## config.mk

```make
export PLATFORM = sky130hd
export DESIGN_NAME = multicycle_control_unit
export DESIGN_NICKNAME = d
export VERILOG_FILES = /design/src/rtl/multicycle_control_unit.sv
export SDC_FILE = /design/constraint.sdc
export NUM_CORES = 1
export LEC_CHECK = 0
export ABC_AREA = 1
export BUFFER_PORTS_ARGS = -buffer_cell sky130_fd_sc_hd__buf_2
export CAP_MARGIN = 20
export CORE_MARGIN = 10
export CORE_UTILIZATION = 53
export CTS_CLUSTER_DIAMETER = 50
export CTS_CLUSTER_SIZE = 8
export DETAILED_ROUTE_END_ITERATION = 8
export PLACE_DENSITY = 0.82
export SYNTH_ARGS = -nofsm -noshare
export SYNTH_HDL_FRONTEND = slang
export SYNTH_SLANG_ARGS = --single-unit
export TNS_END_PERCENT = 1
```

## constraint.sdc

```tcl
create_clock -name clk -period 4.25 [get_ports clk]
set_clock_uncertainty 0.15 [all_clocks]
set_input_delay 0.2125 -clock clk [delete_from_list [all_inputs] [get_ports clk]]
set_output_delay 0.2125 -clock clk [all_outputs]
set_load 0.05 [all_outputs]
```

## src/rtl/multicycle_control_unit.sv

```systemverilog
// Multi-cycle MIPS control FSM: sequences FETCH/DECODE/EXEC/MEM/WB with a memory
// handshake, a stall timeout that traps, and a retired-instruction counter.
module multicycle_control_unit #(
    parameter int ALUOP_W     = 3,
    parameter int MEM_TIMEOUT = 15,
    parameter int CNT_W       = 16
) (
    input  logic               clk,
    input  logic               rst_n,
    input  logic [5:0]         op,
    input  logic [5:0]         func,
    input  logic               zero,
    input  logic               mem_ready,
    output logic               PCWrite,
    output logic               IorD,
    output logic               IRWrite,
    output logic               RegDst,
    output logic               RegWrite,
    output logic               ALUSrcA,
    output logic [1:0]         ALUSrcB,
    output logic               MemRead,
    output logic               MemWrite,
    output logic               MemtoReg,
    output logic               PCSource,
    output logic [ALUOP_W-1:0] ALU_op,
    output logic [2:0]         state,
    output logic               trap,
    output logic [CNT_W-1:0]   instr_count
);
    localparam int TO_W = $clog2(MEM_TIMEOUT + 1);

    localparam logic [5:0] OP_RTYPE = 6'b000000;
    localparam logic [5:0] OP_LW    = 6'b100011;
    localparam logic [5:0] OP_SW    = 6'b101011;
    localparam logic [5:0] OP_BEQ   = 6'b000100;
    localparam logic [5:0] OP_LUI   = 6'b001111;

    localparam logic [5:0] F_ADD = 6'b100000;
    localparam logic [5:0] F_SUB = 6'b100010;
    localparam logic [5:0] F_AND = 6'b100100;
    localparam logic [5:0] F_OR  = 6'b100101;
    localparam logic [5:0] F_XOR = 6'b100110;

    typedef enum logic [2:0] {
        S_IDLE   = 3'd0,
        S_FETCH  = 3'd1,
        S_DECODE = 3'd2,
        S_EXEC   = 3'd3,
        S_MEM    = 3'd4,
        S_WB     = 3'd5,
        S_TRAP   = 3'd6
    } state_t;

    state_t            state_q, state_d;
    logic [5:0]        op_q, func_q;
    logic [TO_W-1:0]   to_cnt_q, to_cnt_d;
    logic [TO_W-1:0]   to_inc;
    logic              to_hit;
    logic [CNT_W-1:0]  cnt_q, cnt_d;
    logic              retire;
    logic              legal;
    logic [2:0]        alu3;

    always_comb begin
        legal = 1'b0;
        case (op)
            OP_RTYPE: legal = (func == F_ADD) || (func == F_SUB) || (func == F_AND) ||
                              (func == F_OR)  || (func == F_XOR);
            OP_LW, OP_SW, OP_BEQ, OP_LUI: legal = 1'b1;
            default:  legal = 1'b0;
        endcase
    end

    assign to_inc = to_cnt_q + TO_W'(1);
    assign to_hit = (to_inc == TO_W'(MEM_TIMEOUT));

    always_comb begin
        state_d  = state_q;
        to_cnt_d = to_cnt_q;
        retire   = 1'b0;
        case (state_q)
            S_IDLE:   state_d = S_FETCH;
            S_FETCH: begin
                if (mem_ready) begin
                    state_d  = S_DECODE;
                    to_cnt_d = '0;
                end else begin
                    to_cnt_d = to_inc;
                    if (to_hit) state_d = S_TRAP;
                end
            end
            S_DECODE: state_d = legal ? S_EXEC : S_TRAP;
            S_EXEC: begin
                case (op_q)
                    OP_RTYPE, OP_LUI: state_d = S_WB;
                    OP_LW, OP_SW:     state_d = S_MEM;
                    OP_BEQ: begin
                        state_d = S_FETCH;
                        retire  = 1'b1;
                    end
                    default:          state_d = S_TRAP;
                endcase
            end
            S_MEM: begin
                if (mem_ready) begin
                    to_cnt_d = '0;
                    if (op_q == OP_LW) begin
                        state_d = S_WB;
                    end else begin
                        state_d = S_FETCH;
                        retire  = 1'b1;
                    end
                end else begin
                    to_cnt_d = to_inc;
                    if (to_hit) state_d = S_TRAP;
                end
            end
            S_WB: begin
                state_d = S_FETCH;
                retire  = 1'b1;
            end
            default:  state_d = S_TRAP;
        endcase
        // Each memory access gets its own full timeout window.
        if ((state_d != state_q) && ((state_d == S_FETCH) || (state_d == S_MEM)))
            to_cnt_d = '0;
        cnt_d = retire ? cnt_q + CNT_W'(1) : cnt_q;
    end

    always_ff @(posedge clk or negedge rst_n) begin
        if (!rst_n) begin
            state_q  <= S_IDLE;
            op_q     <= '0;
            func_q   <= '0;
            to_cnt_q <= '0;
            cnt_q    <= '0;
        end else begin
            state_q  <= state_d;
            to_cnt_q <= to_cnt_d;
            cnt_q    <= cnt_d;
            if (state_q == S_DECODE) begin
                op_q   <= op;
                func_q <= func;
            end
        end
    end

    // Outputs decode from the registered state so an async reset zeroes them at once.
    always_comb begin
        PCWrite  = 1'b0;
        IorD     = 1'b0;
        IRWrite  = 1'b0;
        RegDst   = 1'b0;
        RegWrite = 1'b0;
        ALUSrcA  = 1'b0;
        ALUSrcB  = 2'b00;
        MemRead  = 1'b0;
        MemWrite = 1'b0;
        MemtoReg = 1'b0;
        PCSource = 1'b0;
        alu3     = 3'b000;
        case (state_q)
            S_FETCH: begin
                MemRead = 1'b1;
                ALUSrcB = 2'b01;
                IRWrite = mem_ready;
                PCWrite = mem_ready;
            end
            S_DECODE: ALUSrcB = 2'b11;
            S_EXEC: begin
                case (op_q)
                    OP_RTYPE: begin
                        ALUSrcA = 1'b1;
                        case (func_q)
                            F_SUB:   alu3 = 3'b001;
                            F_AND:   alu3 = 3'b010;
                            F_OR:    alu3 = 3'b011;
                            F_XOR:   alu3 = 3'b100;
                            default: alu3 = 3'b000;
                        endcase
                    end
                    OP_LW, OP_SW: begin
                        ALUSrcA = 1'b1;
                        ALUSrcB = 2'b10;
                    end
                    OP_BEQ: begin
                        ALUSrcA  = 1'b1;
                        alu3     = 3'b001;
                        PCSource = 1'b1;
                        PCWrite  = zero;
                    end
                    OP_LUI: begin
                        ALUSrcB = 2'b10;
                        alu3    = 3'b101;
                    end
                    default: alu3 = 3'b000;
                endcase
            end
            S_MEM: begin
                IorD     = 1'b1;
                MemRead  = (op_q == OP_LW);
                MemWrite = (op_q == OP_SW);
            end
            S_WB: begin
                RegWrite = 1'b1;
                RegDst   = (op_q == OP_RTYPE);
                MemtoReg = (op_q == OP_LW);
            end
            default: alu3 = 3'b000;
        endcase
    end

    assign ALU_op      = ALUOP_W'(alu3);
    assign state       = state_q;
    assign trap        = (state_q == S_TRAP);
    assign instr_count = cnt_q;

endmodule

```

# Word-level counts from Yosys, hierarchy flattened
# Cells that the tools add are included.
word_totals:
  elab_cells: 83
  output_inout_bits: 35
  regBits: 35
  input_bits: 16
classes:
  muxes: 32
  n_reduce_logical: 17
  eq_ne: 27
  add_sub_neg: 2
ops:
  columns: ["op", "n"]
  rows:
  - ["$eq A6 B6 Y1 const B", 13]
  - ["$mux W3", 6]
  - ["$pmux W3 S3", 2]
  - ["$add A16 B1 Y16 const B", 1]
  - ["$pmux W3 S5", 1]
  - ["$mux W1", 13]
  - ["$eq A3 B3 Y1 const B", 4]
  - ["$eq A6 B3 Y1 const B", 2]
  - ["$eq A6 B4 Y1 const B", 2]
  - ["$logic_not A6 Y1", 2]
  - ["$mux W4", 3]
  - ["$pmux W3 S4", 1]
  - ["$reduce_or A2 Y1", 4]
  - ["$reduce_or A4 Y1", 2]
  - ["$eq A3 B1 Y1 const B", 2]
  - ["$eq A3 B2 Y1 const B", 2]
  - ["$pmux W1 S2", 3]
  - ["$pmux W2 S3", 1]
  - ["$logic_or A1 B1 Y1", 5]
  - ["$add A4 B1 Y4 const B", 1]
  - ["$eq A4 B4 Y1 const B", 1]
  - ["$logic_not A3 Y1", 1]
  - ["$ne A3 B3 Y1", 1]
  - ["$pmux W1 S3", 1]
  - ["4 further kinds", 4]

# Longest topological paths before layout
logic_depth:
  depth_word: 12
  depth_mapped: 14
  depth_no_buf: 14

# Worst setup path after synthesis
# No wires, ideal clock.
synth_timing:
  path_kind: "register to output"
  start: "reg state_q[2], in the netlist state[2]"
  end: "out MemWrite"
  required_ns: 3.888
  path_buffers: 1
  arrival_ns: 2.313
  slack_ns: 1.574
  stages_incl_launch_ff: 6
  path_cell_list: "dfrtp_1 -> buf_6 -> nand3_4 -> inv_2 -> nand2_1 -> nor3_1"
synth_via:
  elab_chain_cells: 2
synth_rtl:
  columns: ["item", "line_no", "rtl"]
  rows:
  - ["from (decl)", "54", "state_t state_q, state_d;"]
  - ["from (signal assigned)", "138", "state_q <= state_d;"]
  - ["$eq A3 B3 Y1", "162", "case (state_q)"]
  - ["$mux W1", "162", null]
  - ["to (decl)", "22", "output logic MemWrite,"]
# No other way between the ends.

# Final worst setup path
layout_timing:
  start: "reg state_q[2], in the netlist state[2]"
  end: "out ALUSrcB[1]"
layout_via:
  elab_chain_cells: 2
layout_rtl:
  columns: ["item", "line_no", "rtl"]
  rows:
  - ["$eq A3 B2 Y1 or $eq A3 B1 Y1 (tied branches)", "162", null]
  - ["$pmux W2 S3 (*)", "162", null]
  - ["to (decl)", "20", "output logic [1:0] ALUSrcB,"]
# Every way passes the cells marked *; elsewhere a longest branch is shown, timed or not.

==> impl_metrics.csv <==
group,metric,value,unit
routing,drc_errors,0,
cts,clock_path_buffers,2,
setup_path,cpPeakStageDelay,0.62,ns
timing,layout_min_cycle_time,2.70,ns
timing,timing.final.crit_share,0.635,
placement,portBuffers,50,
power,p_per_area,224,nW/um2
final_layout,diodes,0,
cts,cts_made_buffers,5,
floorplanning,initial_core_util,0.558,
placement,dp_slack,1.89,ns
setup_path,cp_data_arrival_time,2.34,ns
cts,cts_tree,"built",
routing,vias,2125,
placement,dpl.hpwl,4.35,mm
power,p_leak,1.55,nW
timing,rsz0062_at_grt,"false",
routing,drt_iter0_markers,142,
setup_path,timing.rr.end,"to_cnt_q[1]",
timing,worst_pin_slew,0.754,ns
cts,clk_latency,0.27,ns
setup_path,cp_max_fo,19,
routing,first_pass_iters,4,
routing,vias_per_cell,5.16,
placement,gp_congestion,0.938,
global_routing,grt_pass1_wl,9.09,mm
cts,clkTransAtPathRegs,0.07,ns
final_layout,area_delta_synth_final,16.2,%
routing,routedWlPerCell,13.0,um
routing,ant_nets,0,
setup_path,required,3.89,ns
timing,tns,0,ns
setup_path,path_depth,4,
final_layout,nNetsFinal,381,
floorplanning,dieArea,7320,um2
setup_path,cp_slowest_cell,"nor3_4",
setup_path,worstRegToRegCells,8,
synth,yosysTopAreaCellShare,0.384,
global_routing,grt_overflow,0,
global_routing,track_usage,0.147,
setup_path,crit_type,"reg -> out",
global_routing,grt_pass1_vias,2010,
global_routing,grt_antenna_before_repair,0,
setup_path,end_kind,"primary output",
flow_run,cap_violations,0,
synth,synth_top_cell_by_area,"dfrtp_1",
worst_hold_path,holdCritPathClass,"in -> reg",
final_layout,drive_gt1_frac,0.235,
synth,synth_fp_nets,327,
cts,cts_num_sinks,35,
cts,cts_max_level,2,
setup_path,timing.critical_path.buf_inv,2,
floorplanning,io_pins,51,
global_routing,grt_max_degree,36,
floorplanning,die_w,85.6,um
worst_hold_path,worstHoldPathCells,3,
synth,ys_seq_area_frac,0.384,
cts,clockRootBuffer,"clkbuf_8",
synth,synth_cell_types,37,
synth,synth_area,2280,um2
setup_path,critPathLaunch,"state[2]",
timing,setup_slack,1.55,ns
setup_path,path_cells,"nor3_4 -> clkinv_1 -> nand2_1 -> buf_2",
synth,synth_area_leaders,"dfrtp_1 (38%), nand2_1 (16%), inv_1 (7.4%)",
setup_path,worstSetupEndpoint,"ALUSrcB[1]",
status,status,"complete, no violations",
timing,slew_viol_final,0,
power,vdd_ir_drop_max,212,uV
timing,maxSlewHeadroom,0.497,
synth,syn_area_per_cell,7.40,um2
setup_path,reg2reg_from,"state[2]",
setup_path,cp-start-kind,"register",
setup_path,r2r_slack,2.09,ns
timing,max_freq,0.370,GHz
synth,syn_inst,308,
routing,routed_wl,5.36,mm
final_layout,fillers,372,
synth,yosys_warnings,0,
floorplanning,rows,23,
timing,timing.final.hold_violations,0,
floorplanning,die_h,85.6,um
floorplanning,core_area,4090,um2
timing,hold_ws,0.0155,ns
setup_path,crit_family,"simple AND/OR/NAND/NOR gates",
timing,setup_viol,0,
synth,ys_seq_elements,35,
## metrics by stage
stage                     cells  cell area, um2  total power, W   util
final                       412            2650        0.000593  0.648
after global routing        412            2650        0.000614  0.648
after CTS                   412            2650        0.000598  0.648
after detailed placement    404            2550        0.000364  0.624
after global placement      404            2550        0.000363  0.624
after floorplan             308            2280        0.000347      -
## power breakdown
group | leakage (nW) | internal (W) | switching (W)
registers | 0.374 | 0.000333 | 0
logic | 1.13 | 0.00000856 | 0.0000159
clock network | 0.0470 | 0.000127 | 0.000109
total | 1.55 | 0.000469 | 0.000125
## Yosys cell counts, drive strengths merged
cell,number
clkinv,1
nand4,7
nor4,1
inv,49
o2111ai,1
a22oi,1
nor3b,1
buf,3
nand3b,2
xnor2,3
nand3,22
nor2,30
clkbuf,1
nor3,9
nand2,104
mux2,1
a21oi,5
o21ai,18
o22ai,1
and3,2
ha,3
dfrtp,35
xor2,8
## worst reg2reg max path, delay by kind of cell (launching register included)
family / cells / cell delay [ns]
simple gates: 7 / 1.32
flops: 1 / 0.55
buf+inv: 1 / 0.04
## what timing repair did
action / in CTS / in global routing
resized for setup: 0 / 0
hold endpoints to repair: 35 / 0
hold buffers: 1 / 0
setup buffers: 0 / 0
## sequential cells by signal, summed over array words and instances (netlist names)
name,count
state,3
op_q,6
instr_count,16
to_cnt_q,4
func_q,6
## logic make-up after synthesis
family	after synthesis	synth area share
adder cells (fa/ha/maj)	3	0.0165
buffers and inverters	54	0.100
AO/OA/AOI/OAI	26	0.0604
XOR/XNOR	11	0.0423
flip-flops	35	0.384
AND/OR/NAND/NOR	178	0.391
multiplexers	1	0.00494
## worst min path at each step
stage | startpoint | end | slack, ns
CTS | func[4] | func_q[4] | 0.01
global route | func[4] | func_q[4] | 0.02
global placement | rst_n | op_q[0] | 0.18
floorplan | rst_n | func_q[0] | -0.23
finish | func[2] | func_q[2] | 0.02
detailed placement | rst_n | op_q[0] | 0.17
## area by class of cell
class	instances	area, um2	share of cell area
multi-input cells	219	1170	0.444
flip-flops and latches	35	876	0.331
repair buffers	51	260	0.0983
inverters	50	188	0.0709
clock buffers	6	82.6	0.0312
well taps	50	62.6	0.0236
clock inverters	1	5.00	0.00189
## layout by cell type, fill, tap and decap left out, types with 2 or more instances in the layout
cell / count
a21oi_1: 5
buf_2: 50
clkbuf_8: 6
dfrtp_1: 35
ha_1: 3
inv_1: 45
inv_2: 4
nand2_1: 100
nand2_2: 3
nand3_1: 17
nand3_2: 2
nand3_4: 3
nand4_1: 6
nor2_1: 21
nor2_2: 6
nor2_4: 2
nor3_1: 8
o21ai_0: 16
o21ai_1: 2
xnor2_1: 3
xor2_1: 8
## metal layers
layer  up-vias  part of all wire  GRT usage
li1       1072                 -          -
met1       988              0.44      0.181
met2        57              0.47      0.240
met3         8             0.079     0.0473
met4         0            0.0099     0.0419
met5         -                 0          0
Power figures use the tool's default switching activity.
